`src/rtl/decode_unit_pkg.sv`:
```
// Shared core package: opcode constants, immediate-source, result-source and
// ALU-op encodings, plus the control bundle and ID register layout used by
// the decode stage, immediate extender and ALU decoder.
package decode_unit_pkg;

  localparam logic [6:0] OP_LOAD   = 7'b0000011;
  localparam logic [6:0] OP_STORE  = 7'b0100011;
  localparam logic [6:0] OP_R      = 7'b0110011;
  localparam logic [6:0] OP_I      = 7'b0010011;
  localparam logic [6:0] OP_BRANCH = 7'b1100011;
  localparam logic [6:0] OP_JAL    = 7'b1101111;
  localparam logic [6:0] OP_JALR   = 7'b1100111;
  localparam logic [6:0] OP_LUI    = 7'b0110111;
  localparam logic [6:0] OP_AUIPC  = 7'b0010111;

  // Must match the immediate extender's select encoding.
  typedef enum logic [2:0] {
    IMM_I = 3'b000,
    IMM_S = 3'b001,
    IMM_B = 3'b010,
    IMM_J = 3'b011,
    IMM_U = 3'b100
  } imm_src_e;

  typedef enum logic [1:0] {
    RES_ALU = 2'b00,
    RES_MEM = 2'b01,
    RES_PC4 = 2'b10
  } res_src_e;

  typedef enum logic [1:0] {
    ALU_ADD   = 2'b00,
    ALU_SUB   = 2'b01,
    ALU_FUNCT = 2'b10
  } alu_op_e;

  typedef struct packed {
    imm_src_e immsrc;
    logic     regwrite;
    logic     memwrite;
    logic     branch;
    logic     jump;
    logic     alusrc;
    res_src_e resultsrc;
    alu_op_e  aluop;
    logic     illegal;
  } ctrl_t;

  localparam ctrl_t CTRL_NONE = '{
    immsrc:    IMM_I,
    regwrite:  1'b0,
    memwrite:  1'b0,
    branch:    1'b0,
    jump:      1'b0,
    alusrc:    1'b0,
    resultsrc: RES_ALU,
    aluop:     ALU_ADD,
    illegal:   1'b0
  };

  typedef struct packed {
    logic [31:0] instr;
    logic [31:0] pc;
    logic [31:0] pcplus4;
    logic        valid;
  } id_reg_t;

  // Bubble contents loaded on reset and flush.
  function automatic id_reg_t bubble(input logic [31:0] nop);
    id_reg_t b;
    b.instr   = nop;
    b.pc      = 32'h0;
    b.pcplus4 = 32'h0;
    b.valid   = 1'b0;
    return b;
  endfunction

endpackage

```
`src/rtl/decode_unit_main_decoder.sv`:
```
// main_decoder: combinational control table driven by the opcode of the
// instruction sitting in the ID register.
//   opcode  in  instr_d[6:0]
//   valid   in  ID slot holds a real instruction
//   rd      in  destination register, regwrite is squashed for x0
//   ctrl    out decoded control bundle
module main_decoder
  import decode_unit_pkg::*;
(
  input  logic [6:0] opcode,
  input  logic       valid,
  input  logic [4:0] rd,
  output ctrl_t      ctrl
);

  always_comb begin
    ctrl = CTRL_NONE;
    if (valid) begin
      case (opcode)
        OP_LOAD: begin
          ctrl.regwrite  = 1'b1;
          ctrl.alusrc    = 1'b1;
          ctrl.resultsrc = RES_MEM;
        end
        OP_STORE: begin
          ctrl.immsrc   = IMM_S;
          ctrl.memwrite = 1'b1;
          ctrl.alusrc   = 1'b1;
        end
        OP_R: begin
          ctrl.regwrite = 1'b1;
          ctrl.aluop    = ALU_FUNCT;
        end
        OP_I: begin
          ctrl.regwrite = 1'b1;
          ctrl.alusrc   = 1'b1;
          ctrl.aluop    = ALU_FUNCT;
        end
        OP_BRANCH: begin
          ctrl.immsrc = IMM_B;
          ctrl.branch = 1'b1;
          ctrl.aluop  = ALU_SUB;
        end
        OP_JAL: begin
          ctrl.immsrc    = IMM_J;
          ctrl.regwrite  = 1'b1;
          ctrl.jump      = 1'b1;
          ctrl.resultsrc = RES_PC4;
        end
        OP_JALR: begin
          ctrl.regwrite  = 1'b1;
          ctrl.jump      = 1'b1;
          ctrl.alusrc    = 1'b1;
          ctrl.resultsrc = RES_PC4;
        end
        OP_LUI, OP_AUIPC: begin
          ctrl.immsrc   = IMM_U;
          ctrl.regwrite = 1'b1;
          ctrl.alusrc   = 1'b1;
        end
        default: ctrl.illegal = 1'b1;
      endcase
      // Writes to x0 are architecturally discarded; drop them here so the
      // hazard unit never sees a false producer.
      if (rd == 5'd0) ctrl.regwrite = 1'b0;
    end
  end

endmodule

```
`src/rtl/decode_unit.sv`:
```
// decode_unit: IF/ID pipeline register plus main control decode.
//   clk, rst                      clock, async active-high reset
//   instr_f, pc_f, pcplus4_f,
//   valid_f                       fetch-stage slot
//   stall_d, flush_d              hazard controls (flush wins over stall)
//   instr_d, pc_d, pcplus4_d,
//   valid_d, rs1_d, rs2_d, rd_d   registered datapath fields
//   immsrc_d .. illegal_d         control decoded from instr_d[6:0]
module decode_unit
  import decode_unit_pkg::*;
#(
  parameter logic [31:0] NOP_INSTR = 32'h00000013
) (
  input  logic        clk,
  input  logic        rst,
  input  logic [31:0] instr_f,
  input  logic [31:0] pc_f,
  input  logic [31:0] pcplus4_f,
  input  logic        valid_f,
  input  logic        stall_d,
  input  logic        flush_d,
  output logic [31:0] instr_d,
  output logic [31:0] pc_d,
  output logic [31:0] pcplus4_d,
  output logic        valid_d,
  output logic [4:0]  rs1_d,
  output logic [4:0]  rs2_d,
  output logic [4:0]  rd_d,
  output logic [2:0]  immsrc_d,
  output logic        regwrite_d,
  output logic        memwrite_d,
  output logic        branch_d,
  output logic        jump_d,
  output logic        alusrc_d,
  output logic [1:0]  resultsrc_d,
  output logic [1:0]  aluop_d,
  output logic        illegal_d
);

  id_reg_t id_q;
  id_reg_t id_f;
  ctrl_t   ctrl;

  assign id_f = '{instr: instr_f, pc: pc_f, pcplus4: pcplus4_f, valid: valid_f};

  // Flush takes priority so a redirect can kill a stalled instruction.
  always_ff @(posedge clk or posedge rst) begin
    if (rst)           id_q <= bubble(NOP_INSTR);
    else if (flush_d)  id_q <= bubble(NOP_INSTR);
    else if (!stall_d) id_q <= id_f;
  end

  assign instr_d   = id_q.instr;
  assign pc_d      = id_q.pc;
  assign pcplus4_d = id_q.pcplus4;
  assign valid_d   = id_q.valid;
  assign rs1_d     = id_q.instr[19:15];
  assign rs2_d     = id_q.instr[24:20];
  assign rd_d      = id_q.instr[11:7];

  main_decoder u_main_decoder (
    .opcode (id_q.instr[6:0]),
    .valid  (id_q.valid),
    .rd     (id_q.instr[11:7]),
    .ctrl   (ctrl)
  );

  assign immsrc_d    = ctrl.immsrc;
  assign regwrite_d  = ctrl.regwrite;
  assign memwrite_d  = ctrl.memwrite;
  assign branch_d    = ctrl.branch;
  assign jump_d      = ctrl.jump;
  assign alusrc_d    = ctrl.alusrc;
  assign resultsrc_d = ctrl.resultsrc;
  assign aluop_d     = ctrl.aluop;
  assign illegal_d   = ctrl.illegal;

endmodule

```
`config.mk`:
```
export PLATFORM = sky130hd
export DESIGN_NAME = decode_unit
export DESIGN_NICKNAME = d
export VERILOG_FILES = /design/src/rtl/decode_unit_pkg.sv /design/src/rtl/decode_unit_main_decoder.sv /design/src/rtl/decode_unit.sv
export SDC_FILE = /design/constraint.sdc
export NUM_CORES = 1
export LEC_CHECK = 0
export BUFFER_PORTS_ARGS = -buffer_cell sky130_fd_sc_hd__buf_2
export CAP_MARGIN = 20
export CELL_PAD_IN_SITES_DETAIL_PLACEMENT = 0
export CELL_PAD_IN_SITES_GLOBAL_PLACEMENT = 1
export CORE_MARGIN = 5
export CORE_UTILIZATION = 34
export CTS_BUF_LIST = sky130_fd_sc_hd__clkbuf_4
export DETAILED_ROUTE_END_ITERATION = 10
export GPL_TIMING_DRIVEN = 0
export PLACE_DENSITY_LB_ADDON = 0.1
export REMOVE_ABC_BUFFERS = 1
export SKIP_LAST_GASP = 1
export SYNTH_ARGS = -nofsm -noshare
export SYNTH_HDL_FRONTEND = slang
export SYNTH_SLANG_ARGS = --single-unit
```
`constraint.sdc`:
```
create_clock -name clk -period 3.31 [get_ports clk]
set_clock_uncertainty 0.1 [all_clocks]
set_input_delay 0.1655 -clock clk [delete_from_list [all_inputs] [get_ports clk]]
set_output_delay 0.1655 -clock clk [all_outputs]
set_load 0.05 [all_outputs]
```
## Word level (Yosys, flattened, before mapping)

Cells that the tools add are included.

| storage, ports and cells | value |
|---|---|
| register bits | 97 |
| logic and storage cells | 34 |

| operators by class | value |
|---|---|
| equality and inequality tests | 10 |
| muxes and demuxes | 13 |
| reduce and logical (&&, ||, !) cells | 7 |

Operator list:

| cell | count |
|---|---|
| 97-bit two-way mux | 2 |
| 7-bit by 6-bit == test with 1-bit output, second input constant | 3 |
| 7-bit == test, second input constant | 3 |
| 7-bit by 5-bit == test with 1-bit output, second input constant | 2 |
| 13-bit two-way mux | 1 |
| 3-bit case mux with 4 select lines | 1 |
| 9-bit OR reduction | 1 |
| 2-bit case mux with 2 select lines | 2 |
| 7-bit by 2-bit == test with 1-bit output, second input constant | 1 |
| 1-bit two-way mux | 7 |
| 7-bit OR reduction | 1 |
| 2-bit OR reduction | 3 |
| 6-bit OR reduction | 1 |
| 5-bit logical NOT | 1 |
| 2-bit by 1-bit != test with 1-bit output, second input constant | 1 |

## Logic depth before layout (Yosys ltp)

| depth | value |
|---|---|
| word-level depth | 5 |
| depth in mapped cells | 5 |
| gate-level depth less buffers | 3 |

## Modules after synthesis

From an unflattened synthesis, not the netlist that was laid out.

| second synthesis, totals | value |
|---|---|
| cells, all modules | 365 |
| area, all modules | 4,299.1 sq um |

By module, submodules not included:

| module | instances | cells each | area an instance (sq um) |
|---|---|---|---|
| decode_unit | 1 | 329 | 4,046.4 |
| main_decoder | 1 | 36 | 252.7 |

## Least setup slack after synthesis

OpenSTA, ideal clock, no wires.

| path | value |
|---|---|
| path kind | register to output |
| from | register id_q, in the netlist instr_d[1] |
| to | output port resultsrc_d[0] |
| arrival | 2.509 ns |
| path slack | 0.536 ns |
| stages on the path, launching flop included | 4 |
| path buffers | 0 |
| path through | dfstp_2 -> and3b_2 -> nand2_1 -> nor4_1 |

| between the ends | value |
|---|---|
| longest elaborated chain between the ends | 4 |

RTL lines:

| what | line | RTL |
|---|---|---|
| start, declared | decode_unit.sv:40 | `id_reg_t id_q;` |
| start signal, assigned | decode_unit.sv:48 | `if (rst) id_q <= bubble(NOP_INSTR);` |
| start signal, assigned | decode_unit.sv:49 | `else if (flush_d) id_q <= bubble(NOP_INSTR);` |
| start signal, assigned | decode_unit.sv:50 | `else if (!stall_d) id_q <= id_f;` |
| 7-bit == test | decode_unit_main_decoder.sv:19 | `case (opcode)` |
| 2-bit OR reduction (no line) | n/a |  |
| 2-bit case mux with 2 select lines * | decode_unit_main_decoder.sv:19 |  |
| 13-bit two-way mux * | decode_unit_main_decoder.sv:18 | `if (valid) begin` |
| end, declared | decode_unit.sv:35 | `output logic [1:0] resultsrc_d,` |

Mark *: on every way between the ends. The rest lies on a longest branch, timed or not.

## Final worst setup path

| path | value |
|---|---|
| from | register id_q, in the netlist instr_d[0] |
| to | output port regwrite_d |

| between the ends | value |
|---|---|
| longest elaborated chain between the ends | 5 |

RTL lines:

| what | line | RTL |
|---|---|---|
| 7-bit by 6-bit == test with 1-bit output (tied with other cells) | decode_unit_main_decoder.sv:19 |  |
| 7-bit OR reduction (no line) * | n/a |  |
| 1-bit two-way mux * | decode_unit_main_decoder.sv:19 |  |
| 1-bit two-way mux * | decode_unit_main_decoder.sv:65 | `if (rd == 5'd0) ctrl.regwrite = 1'b0;` |
| 13-bit two-way mux * | decode_unit_main_decoder.sv:18 |  |
| end, declared | decode_unit.sv:30 | `output logic regwrite_d,` |

Marked as above.

==> results.toml <==
[power]
power.share.switching = 0.3494
power-per-cell-area_nw_per_um2 = 398.9
p_sw_mw = 0.9071
leakagePower_nw = 3.640
ir_worst_vdd_mv = 0.1913
reg_power_frac = 0.500
clkPwrFrac = 0.214
power.share.combinational = 0.287
internal_power_mw = 1.689

[layout]
finish.cell_count_without_fillers = 842
filler_cell_count = 1139
final_layout_size_suffix_gt1_frac = 0.3670
nNetsFinal = 769
multiInputGateArea_um2 = 1543
layout_commonest_cell = "buf_2"
final_core_utilization = 0.5396
mostFrequentLayoutCells = "223 x buf_2, 101 x nor2_1, 98 x dlygate4sd3_1"
area_growth_syn_to_layout_pct = 54.45
area.sequential_um2 = 2431

[clock_network]
cts_tree = "done"
cts.sinks = 97
clock_insertion_delay_worst_skew_ps = 430
clkSlewWorstSetupHoldPaths_ps = 140
htree_num_levels = 3
quantity_of_gates_resized_following_cts = 0
cts_max_path_buffers = 2
cts_root_buf = "clkbuf_4"
cts-buffers-inserted = 9

[routing]
routedWlPerCell_um = 14.43
route.vias.total = 3711
wl_um = 12150
drt_via_density = 4.407
post_route_ant_nets = 0
dr.pass1.iters = 4
drt-initial-drc-count = 185
route.detailed.drc = 0

[yosys]
synth_top_cell_by_area = "dfrtp_1"
synth_area_leaders = "dfrtp_1 56%, mux2i_1 22%, nor2_1 9.0%"
synth.avg_cell_area_um2 = 11.42
yosys.cell_types.count = 26
yosys.area_share.simple = 0.1277
yosys_warnings = 0
synth_top_cell_area_share = 0.5582
synth_sequential_area_ratio = 0.5769
mappedNetlistArea_um2 = 4214
synth_mux_area_frac = 0.2233
synth_compound_gate_area_share = 0.01514
main_combinational_cell_family_by_area_after_synthesis = "multiplexers"
synth_xor_area_frac = 0
post_synth_fa_ha_maj_area_fraction = 0
postSynthRegisterBits = 97
synth_cells = 369

[critical_path]
critical_path_required_ps = 3040
crit_arrival_ps = 2030
r2r_slack_ps = 2410
setup.worst_path.start_class = "flip-flop"
critical_path_class = "flip-flop to output pin"
crit_fanout = 5
critical_path.endpoint_type = "output pin"
worstReg2RegEnd = "instr_d[2]$_DFFE_PP0P_"
reg2reg_from = "instr_d[2]$_DFFE_PP0P_"
critical_path.startpoint = "instr_d[0]$_DFFE_PP1P_"
worstRegToRegCells = 2
worst_setup_path_endpoint = "regwrite_d"

[sta]
timing.slew.headroom = 0.6119
final_max_slew_viol_count = 0
hold_viol_final = 0
min_period_over_period = 0.6934
tightest_slew_ps = 582.1
rsz0062_at_grt = "no"
clock.fmax_ghz = 0.4357
final.min_clock_period_ps = 2295
setup_viol_count_final = 0

[grt]
antenna_violations_before_repair = 1
first_global_vias = 3758
grt_first_pass_wirelength_um = 18820
largest_net_degree_at_the_start_of_global_routing = 70
grt-ovfl-total = 0
grtUsageTotal = 0.1625

[placed_design]
gpl_wtd_cong = 0.8379
port_buffers = 225
place_inst = 727
dp_hpwl_um = 8014

[floorplan]
placementRows = 40
initial_cell_density_of_the_core = 0.3494
design.die.area_um2 = 14720
die_x_um = 121.3
core_region_area_um2 = 12060
die_height_um = 121.3
floorplan.io_pins = 226

[flow_run]
drv.max_cap_violation_count = 0

[min_path]
hold_path.class = "input pin to flip-flop"

[run_status]
outcome = "completed"
-- cells in the mapped netlist (all sizes together) --
cell	count
buf	29
and3b	1
clkbuf	9
and3	2
nand2b	1
or2b	1
nand3b	2
a211o	3
dfrtp	94
nor2	101
nand2	7
nand3	4
a31oi	2
or4	1
o21ai	2
mux2i	94
or3b	1
inv	3
nor2b	4
or2	1
nor4	1
a221o	1
dfstp	3
a21oi	1
nor3b	1
-- cells by family (layout without fill, tap and decap cells) --
| group | after synthesis | count (layout) |
|---|---|---|
| simple gates | 128 | 128 |
| other cells | 0 | 1 |
| flops | 97 | 97 |
| compound gates | 9 | 9 |
| mux | 94 | 94 |
| buf+inv | 41 | 345 |
-- state kept, by name, summed over array words and instances, names as in the netlist --
signal     cells
pcplus4_d     32
instr_d       32
pc_d          32
valid_d        1
-- worst min-delay path by stage --
| stage | from | end | slack [ps] | cells after the start |
|---|---|---|---|---|
| 2_1_floorplan | flush_d | instr_d[10]$_DFFE_PP0P_ | 130 | 1 |
| 3_3_place_gp | instr_f[20] | instr_d[20]$_DFFE_PP0P_ | 300 | 3 |
| 3_5_place_dp | rst | pcplus4_d[20]$_DFFE_PP0P_ | 90 | 2 |
| 4_1_cts | flush_d | pcplus4_d[30]$_DFFE_PP0P_ | 7 | 2 |
| 5_1_grt | flush_d | pcplus4_d[6]$_DFFE_PP0P_ | 20 | 2 |
| 6_report | flush_d | pc_d[2]$_DFFE_PP0P_ | 40 | 2 |
-- power by group through the flow --
| stage | Sequential [mW] | Clock (mW) | Combinational (mW) |
|---|---|---|---|
| global placement | 1.32 | 0 | 0.654 |
| detailed placement | 1.32 | 0 | 0.658 |
| floorplan | 1.59 | 0 | 0.145 |
| finish | 1.30 | 0.555 | 0.745 |
| global route | 1.31 | 0.636 | 0.793 |
| CTS | 1.30 | 0.590 | 0.751 |
-- routing by layer --
layer	vias to the layer above	part of all wire	track usage
li1	1818	-	-
met1	1757	0.42	0.1971
met2	121	0.50	0.2750
met3	15	0.065	0.03683
met4	0	0.022	0.07213
met5	-	0	0
-- critical path, stage by stage (launching register included) --
cell and delay, ps:
dfstp_2 590, and3_1 190, or3b_1 370, a31oi_1 170, buf_2 290
-- layout make-up --
type | count | area share
flip-flops and latches | 97 | 0.3735
clock buffers | 12 | 0.01384
diodes | 1 | 0.0003845
clock inverters | 4 | 0.003076
multi-input cells | 231 | 0.2370
inverters | 3 | 0.002115
repair buffers | 326 | 0.3378
well taps | 168 | 0.03230
-- stage by stage --
stage / power (mW) / setup TNS [ps] / hold WS, ps / worst slack (ps) / area (um^2)
after floorplan: 1.739 / 0 / 131.9 / 515.7 / 3985
after global placement: 1.972 / -75560 / 303.3 / -810.3 / 5321
after detailed placement: 1.978 / 0 / 93.55 / 1506 / 5415
after CTS: 2.639 / 0 / 6.684 / 974.8 / 6506
after global routing: 2.737 / 0 / 17.45 / 866.7 / 6509
final: 2.596 / 0 / 44.77 / 1015 / 6509
-- what timing repair did --
item / CTS / global route
hold buffers: 98 / 0
buffers inserted: 0 / 0
hold endpoints to repair: 191 / 0
Power figures use the tool's default switching activity.
